`config.mk`:
```
export PLATFORM = sky130hd
export DESIGN_NAME = seq_alu
export DESIGN_NICKNAME = d
export VERILOG_FILES = /design/src/rtl/seq_alu.sv
export SDC_FILE = /design/constraint.sdc
export NUM_CORES = 1
export LEC_CHECK = 0
export CORE_MARGIN = 2
export CORE_UTILIZATION = 55
export CTS_BUF_LIST = sky130_fd_sc_hd__clkbuf_4
export CTS_CLUSTER_DIAMETER = 200
export DETAILED_ROUTE_END_ITERATION = 16
export GPL_TIMING_DRIVEN = 0
export PLACE_DENSITY_LB_ADDON = 0.05
export SLEW_MARGIN = 25
export SYNTH_ARGS = -nofsm -noshare
export SYNTH_HDL_FRONTEND = slang
export SYNTH_SLANG_ARGS = --single-unit
```
`constraint.sdc`:
```
create_clock -name CLK -period 7.75 [get_ports CLK]
set_clock_uncertainty 0.05 [all_clocks]
set_input_delay 0.775 -clock CLK [delete_from_list [all_inputs] [get_ports CLK]]
set_output_delay 0.775 -clock CLK [all_outputs]
set_load 0.03 [all_outputs]
```
`src/rtl/seq_alu.sv`:
```
// ---------------------------------------------------------------------------
// seq_alu : sequential ALU with a one-cycle execute path for simple opcodes
//           and a W-cycle shift-add multiplier.
//
// Parameters
//   W       operand/result width (power of two, 4..64)
//
// Ports
//   CLK     input   clock, all state updates on the rising edge
//   RESET   input   synchronous active-high reset
//   START   input   request a new operation (taken only when idle)
//   OPCODE  input   3-bit operation select
//                   000 FWD, 001 ADD, 010 AND, 011 OR,
//                   100 MUL, 101 LSL, 110 LSR, 111 ROR
//   DATA1   input   operand A
//   DATA2   input   operand B / shift amount
//   BUSY    output  high while an accepted operation is in flight
//   DONE    output  one-cycle pulse marking a new RESULT
//   RESULT  output  result of the last completed operation
//   ZERO    output  RESULT == 0 for the last completed operation
//   CARRY   output  carry-out of the last completed ADD, else 0
// ---------------------------------------------------------------------------
module seq_alu #(
    parameter int W = 8
) (
    input  logic         CLK,
    input  logic         RESET,
    input  logic         START,
    input  logic [2:0]   OPCODE,
    input  logic [W-1:0] DATA1,
    input  logic [W-1:0] DATA2,
    output logic         BUSY,
    output logic         DONE,
    output logic [W-1:0] RESULT,
    output logic         ZERO,
    output logic         CARRY
);

    localparam int SW = $clog2(W);

    localparam logic [1:0] S_IDLE = 2'd0;
    localparam logic [1:0] S_EXEC = 2'd1;
    localparam logic [1:0] S_MULT = 2'd2;

    localparam logic [2:0] OP_FWD = 3'b000;
    localparam logic [2:0] OP_ADD = 3'b001;
    localparam logic [2:0] OP_AND = 3'b010;
    localparam logic [2:0] OP_OR  = 3'b011;
    localparam logic [2:0] OP_MUL = 3'b100;
    localparam logic [2:0] OP_LSL = 3'b101;
    localparam logic [2:0] OP_LSR = 3'b110;
    localparam logic [2:0] OP_ROR = 3'b111;

    localparam logic [SW-1:0] CNT_LAST = SW'(W - 1);

    logic [1:0]    state_q,  state_d;
    logic [2:0]    op_q,     op_d;
    logic [W-1:0]  a_q,      a_d;
    logic [W-1:0]  b_q,      b_d;
    logic [W-1:0]  acc_q,    acc_d;
    logic [SW-1:0] cnt_q,    cnt_d;
    logic [W-1:0]  result_q, result_d;
    logic          zero_q,   zero_d;
    logic          carry_q,  carry_d;
    logic          done_q,   done_d;

    // Single-cycle ALU, fed only from the operands latched at accept time.
    logic [W-1:0]   alu_res;
    logic           alu_carry;
    logic [W:0]     sum;
    logic [2*W-1:0] rot;
    logic [SW-1:0]  shift_amt;
    logic           shift_big;
    logic [W-1:0]   mul_acc_next;

    always_comb begin
        alu_res   = '0;
        alu_carry = 1'b0;
        shift_amt = b_q[SW-1:0];
        // W is a power of two, so B >= W exactly when any bit above
        // the low SW bits is set.
        shift_big = |(b_q >> SW);
        sum       = {1'b0, a_q} + {1'b0, b_q};
        // Rotating right is the low half of {A,A} shifted right.
        rot       = {a_q, a_q} >> shift_amt;
        case (op_q)
            OP_FWD: alu_res = b_q;
            OP_ADD: begin
                alu_res   = sum[W-1:0];
                alu_carry = sum[W];
            end
            OP_AND: alu_res = a_q & b_q;
            OP_OR:  alu_res = a_q | b_q;
            OP_LSL: alu_res = shift_big ? '0 : (a_q << shift_amt);
            OP_LSR: alu_res = shift_big ? '0 : (a_q >> shift_amt);
            OP_ROR: alu_res = rot[W-1:0];
            default: alu_res = '0;  // MUL never reaches the execute path
        endcase
    end

    // Shift-add step: a_q holds A shifted left by the iteration count,
    // b_q holds B shifted right, so b_q[0] is the current multiplier bit.
    assign mul_acc_next = acc_q + (b_q[0] ? a_q : '0);

    always_comb begin
        state_d  = state_q;
        op_d     = op_q;
        a_d      = a_q;
        b_d      = b_q;
        acc_d    = acc_q;
        cnt_d    = cnt_q;
        result_d = result_q;
        zero_d   = zero_q;
        carry_d  = carry_q;
        done_d   = 1'b0;
        case (state_q)
            S_IDLE: begin
                if (START) begin
                    op_d    = OPCODE;
                    a_d     = DATA1;
                    b_d     = DATA2;
                    acc_d   = '0;
                    cnt_d   = '0;
                    state_d = (OPCODE == OP_MUL) ? S_MULT : S_EXEC;
                end
            end
            S_EXEC: begin
                result_d = alu_res;
                zero_d   = (alu_res == '0);
                carry_d  = alu_carry;
                done_d   = 1'b1;
                state_d  = S_IDLE;
            end
            S_MULT: begin
                acc_d = mul_acc_next;
                a_d   = a_q << 1;
                b_d   = b_q >> 1;
                cnt_d = cnt_q + SW'(1);
                if (cnt_q == CNT_LAST) begin
                    // Bits above W are simply never formed: overflow drops.
                    result_d = mul_acc_next;
                    zero_d   = (mul_acc_next == '0);
                    carry_d  = 1'b0;
                    done_d   = 1'b1;
                    state_d  = S_IDLE;
                end
            end
            default: state_d = S_IDLE;
        endcase
    end

    always_ff @(posedge CLK) begin
        if (RESET) begin
            state_q  <= S_IDLE;
            op_q     <= '0;
            a_q      <= '0;
            b_q      <= '0;
            acc_q    <= '0;
            cnt_q    <= '0;
            result_q <= '0;
            zero_q   <= 1'b0;
            carry_q  <= 1'b0;
            done_q   <= 1'b0;
        end else begin
            state_q  <= state_d;
            op_q     <= op_d;
            a_q      <= a_d;
            b_q      <= b_d;
            acc_q    <= acc_d;
            cnt_q    <= cnt_d;
            result_q <= result_d;
            zero_q   <= zero_d;
            carry_q  <= carry_d;
            done_q   <= done_d;
        end
    end

    assign BUSY   = (state_q != S_IDLE);
    assign DONE   = done_q;
    assign RESULT = result_q;
    assign ZERO   = zero_q;
    assign CARRY  = carry_q;

endmodule

```
# Word level (Yosys, flattened, before mapping)
# Cells that the tools add are included.
# word_totals
regBits,43
ram_bits,0
romBits,0
n_memories,0
latch_bits,0
word_cells,67
# op_classes
n_div,0
n_shift,3
eq_ne,12
mul,0
mux,25
order_cmp,0
n_reduce_logical,12
n_bitwise,2
add_sub_neg,3
# op_table
op,count
8-bit one-hot mux with 2 select lines,4
8-bit two-way mux,7
8-bit one-hot mux with 7 select lines,1
8-bit logical NOT,2
16-bit by 3-bit >> shifter with 8-bit output,1
"3-bit == test, second input constant",5
8-bit by 8-bit adder with 9-bit output,1
8-bit adder,1
8-bit bitwise AND,1
8-bit bitwise OR,1
2-bit AND reduction,4
8-bit by 3-bit << shifter with 8-bit output,1
8-bit by 3-bit >> shifter with 8-bit output,1
"3-bit by 2-bit == test with 1-bit output, second input constant",2
2-bit two-way mux,3
1-bit one-hot mux with 2 select lines,3
3-bit one-hot mux with 2 select lines,1
2-bit nonzero test,3
5-bit OR reduction,1
1-bit two-way mux,4
"2-bit != test, second input constant",2
2-bit one-hot mux with 2 select lines,1
"3-bit by 1-bit adder with 3-bit output, second input constant",1
"3-bit by 1-bit == test with 1-bit output, second input constant",1
5 further kinds,5

# Depth between registers and ports, before layout
# Gate-level depths: netlist of the first run.
# logic_depth
depth_word,5
depth_mapped,12
mapped_depth_nobuf,10

# Least setup slack after synthesis of the first run
# Ideal clock, no wire load.
# synth_timing
path_type,reg2reg
startpoint,register b_q[0]
endpoint,register zero_q (netlist: ZERO)
path_buffers,2
setup_ns,0.059
t_required_ns,7.641
path_slack_ns,4.853
t_arrival_ns,2.789
path_stages_with_launch,9
period_less_slack_ns,2.897
path_cell_list,dfxtp_1 buf_6 clkbuf_1 and2_1 fa_1 or4_1 or4_1 o31ai_1 a31o_1
# synth_via
elab_chain_cells,5
# synth_rtl
item,line,source
"start, declared",59,"logic [W-1:0] b_q, b_d;"
"start signal, assigned",157,b_q <= '0;
"start signal, assigned",168,b_q <= b_d;
8-bit two-way mux (tied with other cells),103,assign mul_acc_next = acc_q + (b_q[0] ? a_q : '0);
8-bit adder (tied with other cells),103,
8-bit logical NOT or 8-bit one-hot mux with 7 select lines (tied branches),"142, 86",
1-bit two-way mux or 8-bit logical NOT (tied branches),"139, 129",
1-bit one-hot mux with 2 select lines (*),116,case (state_q)
"end signal, assigned",172,zero_q <= zero_d;
"end, declared",63,"logic zero_q, zero_d;"
# Mark *: on every way between the ends. The rest lies on a longest branch, timed or not. The select of a mux whose other input is x is not followed.
# A chain may end at the register's enable or synchronous reset.

# Final worst setup path of the first run
# Ends and elaborated chain as after synthesis.

==> results of run 1 <==
routing by layer:
layer | GRT usage, % | routed length, um
met4 | 11.3 | 311
met3 | 5.41 | 923
met1 | 43.2 | 4550
met2 | 44.2 | 4610
met5 | 0 | 0
power by group:
| part | internal, mW | switching, mW | total [mW] |
|---|---|---|---|
| Combinational | 0.0834 | 0.116 | 0.199 |
| Clock | 0.0387 | 0.0778 | 0.116 |
| Sequential | 0.234 | 0.0204 | 0.254 |
| Total | 0.356 | 0.214 | 0.570 |
state kept, by name (all words and copies together) (netlist names), 2 cells and up:
name	cells
a_q	8
op_q	3
acc_q	8
RESULT	8
state_q	2
b_q	8
cnt_q	3
through the flow:
stage	std cells	setup slack, ns	total power, mW
global placement	543	4.37	0.451
floorplan	434	4.85	0.390
CTS	551	4.38	0.567
global route	551	4.06	0.601
detailed placement	543	4.39	0.454
finish	551	4.35	0.570
final cells by class:
cell class	count	area, um^2
tap	77	96.3
sequential	43	861
clock buffer	6	45.0
inverter	31	116
clock inverter	2	12.5
timing repair buffer	32	320
buffer	30	140
multi-input combinational	330	2430
fill	566	2250
logic make-up (layout without fill, tap and decap cells):
kind of cell	Yosys count	in the layout	synth area share, %
mux	31	31	11.6
buf+inv	61	101	7.23
simple gates	129	129	17.7
compound gates	128	128	25.2
fa+ha+maj	31	31	11.4
flops	43	43	24.3
xor+xnor	11	11	2.72
cell usage after synthesis (9+ instances only):
library cell  instances  share of area (%)
dfxtp_1              43                 24
nor2_1               54                5.7
mux2i_1              20                5.6
nand2_1              24                2.5
clkbuf_1             21                2.2
o21ai_0              18                2.5
nand3_1               9                1.3
o211ai_1              9                1.9
a22oi_1              14                3.0
a211oi_1             23                4.9
a21oi_1              25                3.5
ha_1                 29                 10
inv_1                29                3.1
worst paths after layout:
check	to	cells after the start	startpoint	slack, ns
worst max-delay path	ZERO	11	b_q[0]	4.35
worst min-delay path	RESULT[1]	2	RESULT[1]	0.41
worst max register to register	ZERO	11	b_q[0]	4.35
worst min register to register	RESULT[1]	2	RESULT[1]	0.41
worst min-delay path, delay by kind of cell (launching register included):
family           cells  cell delay (ns)
flip-flops           1             0.33
AND/OR/NAND/NOR      1             0.05
AO/OA/AOI/OAI        1             0.05
==> flow_summary.toml, run 1 <==
[final_layout]
fin_nets = 526
num_antenna_cells = 0
syn_to_final_growth_pct = 13.4
finalInstanceArea_um2 = 4020
fin_util_pct = 64.1
drive_gt1_share_pct = 7.59
layout_common_cells = "nor2_1, dfxtp_1, clkdlybuf4s50_1"
layout_commonest_cell = "nor2_1"

[hold_path]
hold_class = "flip-flop to flip-flop"

[power]
p_leak_nw = 1.54
p_per_area_nw_per_um2 = 142
max-vdd-ir-drop_uv = 115

[clocking]
cts_tree = "done"
clkLatencyLatePin_ns = 0.36
cts_buffer_depth = 2
cts_root_buf = "clkbuf_4"
h-tree-depth = 2
ctsHoldBuffers = 0
clkSlewWorstSetupHoldPaths_ns = 0.14
cts_setup_buffers = 0
cts_resized = 0
cts_sinks = 43
cts_buffers = 5

[synthesis]
syn_area_um2 = 3550
syn_area_per_cell_um2 = 8.18
synth_nets = 487
ys_types = 64
seq_area_frac_synth_pct = 24.3
synth-main-ff-cell = "dfxtp_1"
synth-seq-cells = 43
async_flop_share_pct = 0
synth_enable_flop_cells = 0
syn_inst = 434
ys_warn_count = 0

[critical_path]
path_delay_family = "compound AO/OA/AOI/OAI gates"
crit_chain = "buf_6 > clkbuf_1 > and2_1 > ha_1 > a21o_1 > a211o_1 > a2111oi_0 > nor3_1 > xnor2_1 > o31ai_1 > a31o_1"
critPathMaxFanout = 10
end_kind = "flip-flop"
cp_slowest_cell = "clkbuf_1"
critical_path_required_ns = 7.97
critPathBufInv = 2
worst-setup-path-type = "flip-flop to flip-flop"
critPathArrivalTime_ns = 3.62
max_stage_delay_ns = 0.46
cp-start-kind = "flip-flop"

[place]
dp_hpwl_um = 7880
place_area_um2 = 3970
gp_congestion = 1.01
port_buffers = 32

[sta]
min_period_ns = 3.40
rsz0062_at_grt = "false"
fin_crit_sh_pct = 43.8
hold_slack_ns = 0.412
setup_tns_ns = 0
worstMarginPinSlew_ns = 0.724
slew_viol_final = 0
max_freq_mhz = 294
hold_viol_final = 0
finalSetupViolCount = 0
slew_headroom_pct = 51.4

[detailed_routing]
wirelength_um = 10400
route.vias.total = 3525
route.detailed.drc = 0
vias_per_cell = 6.40
drt_first_pass_iters = 7
drtIter0Drc = 387
wl_per_cell_um = 18.9
ant_nets = 0

[global_routing]
grt_pass1_wl_um = 17000
grt_remaining_overflow = 0
antenna_found_initial = 0
grt_max_degree = 14
grt_pass1_vias = 3272
grt_usage_pct = 29.8

[floorplanning]
die_w_um = 84.3
fp-row-count = 29
die_y_um = 84.3
io_pins = 34
start_util_pct = 56.5
core-area_um2 = 6280
die_area_um2 = 7110

[job]
maxCapViolations = 0

[outcome]
status = "finished clean"
(Power assumes the default switching activity.)
==> run 2: changes to the inputs <==
CORE_UTILIZATION = 54   (was 55)
clock period = 2.8 ns   (was 7.75 ns; I/O delays follow)
==> run 2 against run 1 <==
  * Clock power increased to 2.8 times the previous value
  * Utilization up 3.8 points
  * Die area up 1.8%
  * Highest routed layer unchanged
  * Combinational power rose to 3.0 times the previous value
  * Cell count grew 2.0%
  * Setup slack worse by 4.3 ns
  * Global-route usage rose by 0.34 points
  * Fmax is 23% higher
  * Routed wire length grew 5.2%
  * Register-to-register slack worse by 4.3 ns
==> flow_summary.toml, run 2 (synthesis gave the netlist of run 1 again) <==
[floorplanning]
io_pins = 34
core-area_um2 = 6350
die_y_um = 85.1
start_util_pct = 55.9
die_w_um = 85.1
die_area_um2 = 7240
fp-row-count = 29

[global_routing]
grt_remaining_overflow = 0
grt_pass1_wl_um = 17300
grt_util_met2_pct = 48.2
grtUsageMet1_pct = 42.0
grt_usage_pct = 30.2
grt_max_degree = 14
met3_usage_pct = 4.67
antenna_found_initial = 0
grt.busiest_layer = "met2"
grt_pass1_vias = 3343

[clocking]
cts_sinks = 43
cts_buffer_depth = 2
clkSlewWorstSetupHoldPaths_ns = 0.15
cts_tree = "done"
h-tree-depth = 2
ctsHoldBuffers = 0
cts_root_buf = "clkbuf_4"
clkLatencyLatePin_ns = 0.37
cts_buffers = 5

[detailed_routing]
ant_nets = 0
route.vias.total = 3565
drt_first_pass_iters = 5
vias_per_cell = 6.34
drtIter0Drc = 374
wl_per_cell_um = 19.5
wirelength_um = 10900
route.detailed.drc = 0

[sta]
hold_viol_final = 0
finalSetupViolCount = 0
setup_tns_ns = 0
setup_ws_ns = 0.0388
worstMarginPinSlew_ns = 0.749
min_period_ns = 2.76
slew_viol_final = 0
rsz0062_at_grt = "true"
max_freq_mhz = 362
fin_crit_sh_pct = 98.6
hold_slack_ns = 0.137
slew_headroom_pct = 50.1

[place]
port_buffers = 32
gp_congestion = 1.04
place_area_um2 = 3970
dp_hpwl_um = 7960
post-place-ws_ns = -0.397

[critical_path]
critPathLaunch = "b_q[0]"
critical_path_required_ns = 3.08
critPathBufInv = 1
max_stage_delay_ns = 0.56
rrSetupSlack_ns = 0.04
critPathArrivalTime_ns = 3.04
crit_chain = "buf_6 > ha_4 > ha_4 > fa_2 > xor2_4 > or4_4 > or4_4 > o31ai_4 > a31o_1"
path_depth = 9
critPathMaxFanout = 4
end_kind = "flip-flop"
rr_worst_depth = 9
cp-start-kind = "flip-flop"
critPathCapture = "ZERO"
worst-setup-path-type = "flip-flop to flip-flop"
cp_slowest_cell = "or4_4"
path_delay_family = "simple AND/OR/NAND/NOR gates"
r2r-start = "b_q[0]"
r2r-end = "ZERO"

[final_layout]
n_fill_cell = 539
layout_common_cells = "nor2_1, dfxtp_1, clkdlybuf4s50_1"
num_antenna_cells = 0
layout_commonest_cell = "nor2_1"
fin_nets = 537
syn_to_final_growth_pct = 21.5
drive_gt1_share_pct = 16.1
finalInstanceArea_um2 = 4310

[job]
maxCapViolations = 0

[power]
p_per_area_nw_per_um2 = 376
max-vdd-ir-drop_uv = 271
p_leak_nw = 1.67

[hold_path]
hold_class = "input pin to flip-flop"

[outcome]
status = "finished clean"
[run 2: area by class of cell]
| class | instances | area (um^2) | area share (%) |
|---|---|---|---|
| Buffer | 29 | 170 | 3.95 |
| Clock buffer | 6 | 45.0 | 1.04 |
| Clock inverter | 2 | 12.5 | 0.290 |
| Inverter | 31 | 116 | 2.70 |
| Multi-Input combinational cell | 330 | 2580 | 59.8 |
| Sequential cell | 43 | 873 | 20.3 |
| Tap cell | 77 | 96.3 | 2.24 |
| Timing Repair Buffer | 44 | 418 | 9.70 |
[run 2: where the power goes]
part / leakage, nW / internal (mW) / switching, mW
clock: 0.0317 / 0.107 / 0.214
combinational: 1.28 / 0.257 / 0.335
sequential: 0.354 / 0.649 / 0.0571
total: 1.67 / 1.01 / 0.606
[run 2: through the flow]
step	std cells	total power [mW]	utilization, %
final	562	1.62	67.9
after detailed placement	543	1.26	62.5
after global routing	562	1.70	67.9
after global placement	543	1.25	62.5
after floorplan	434	1.08	-
after CTS	558	1.59	65.9
[run 2: layer usage]
metal	vias to the layer above	part of all wire, %
met5	-	0
met4	0	2.7
met3	31	5.7
met2	159	46
met1	1700	45
li1	1675	-
[run 2: worst min-delay path by stage]
stage,slack (ns),endpoint,cells after the start,start
floorplan,0.38,op_q[2],2,OPCODE[2]
global placement,0.39,RESULT[4],2,RESULT[4]
detailed placement,0.40,RESULT[4],2,RESULT[4]
CTS,0.13,RESULT[5],2,RESET
global route,0.13,RESULT[5],2,RESET
finish,0.14,RESULT[5],2,RESET
[run 2: what timing repair did]
action | CTS | global route
endpoints found under the setup margin | 5 | 19
resized for setup | 26 | 21
pin swaps | 9 | 13
buffers inserted | 8 | 4
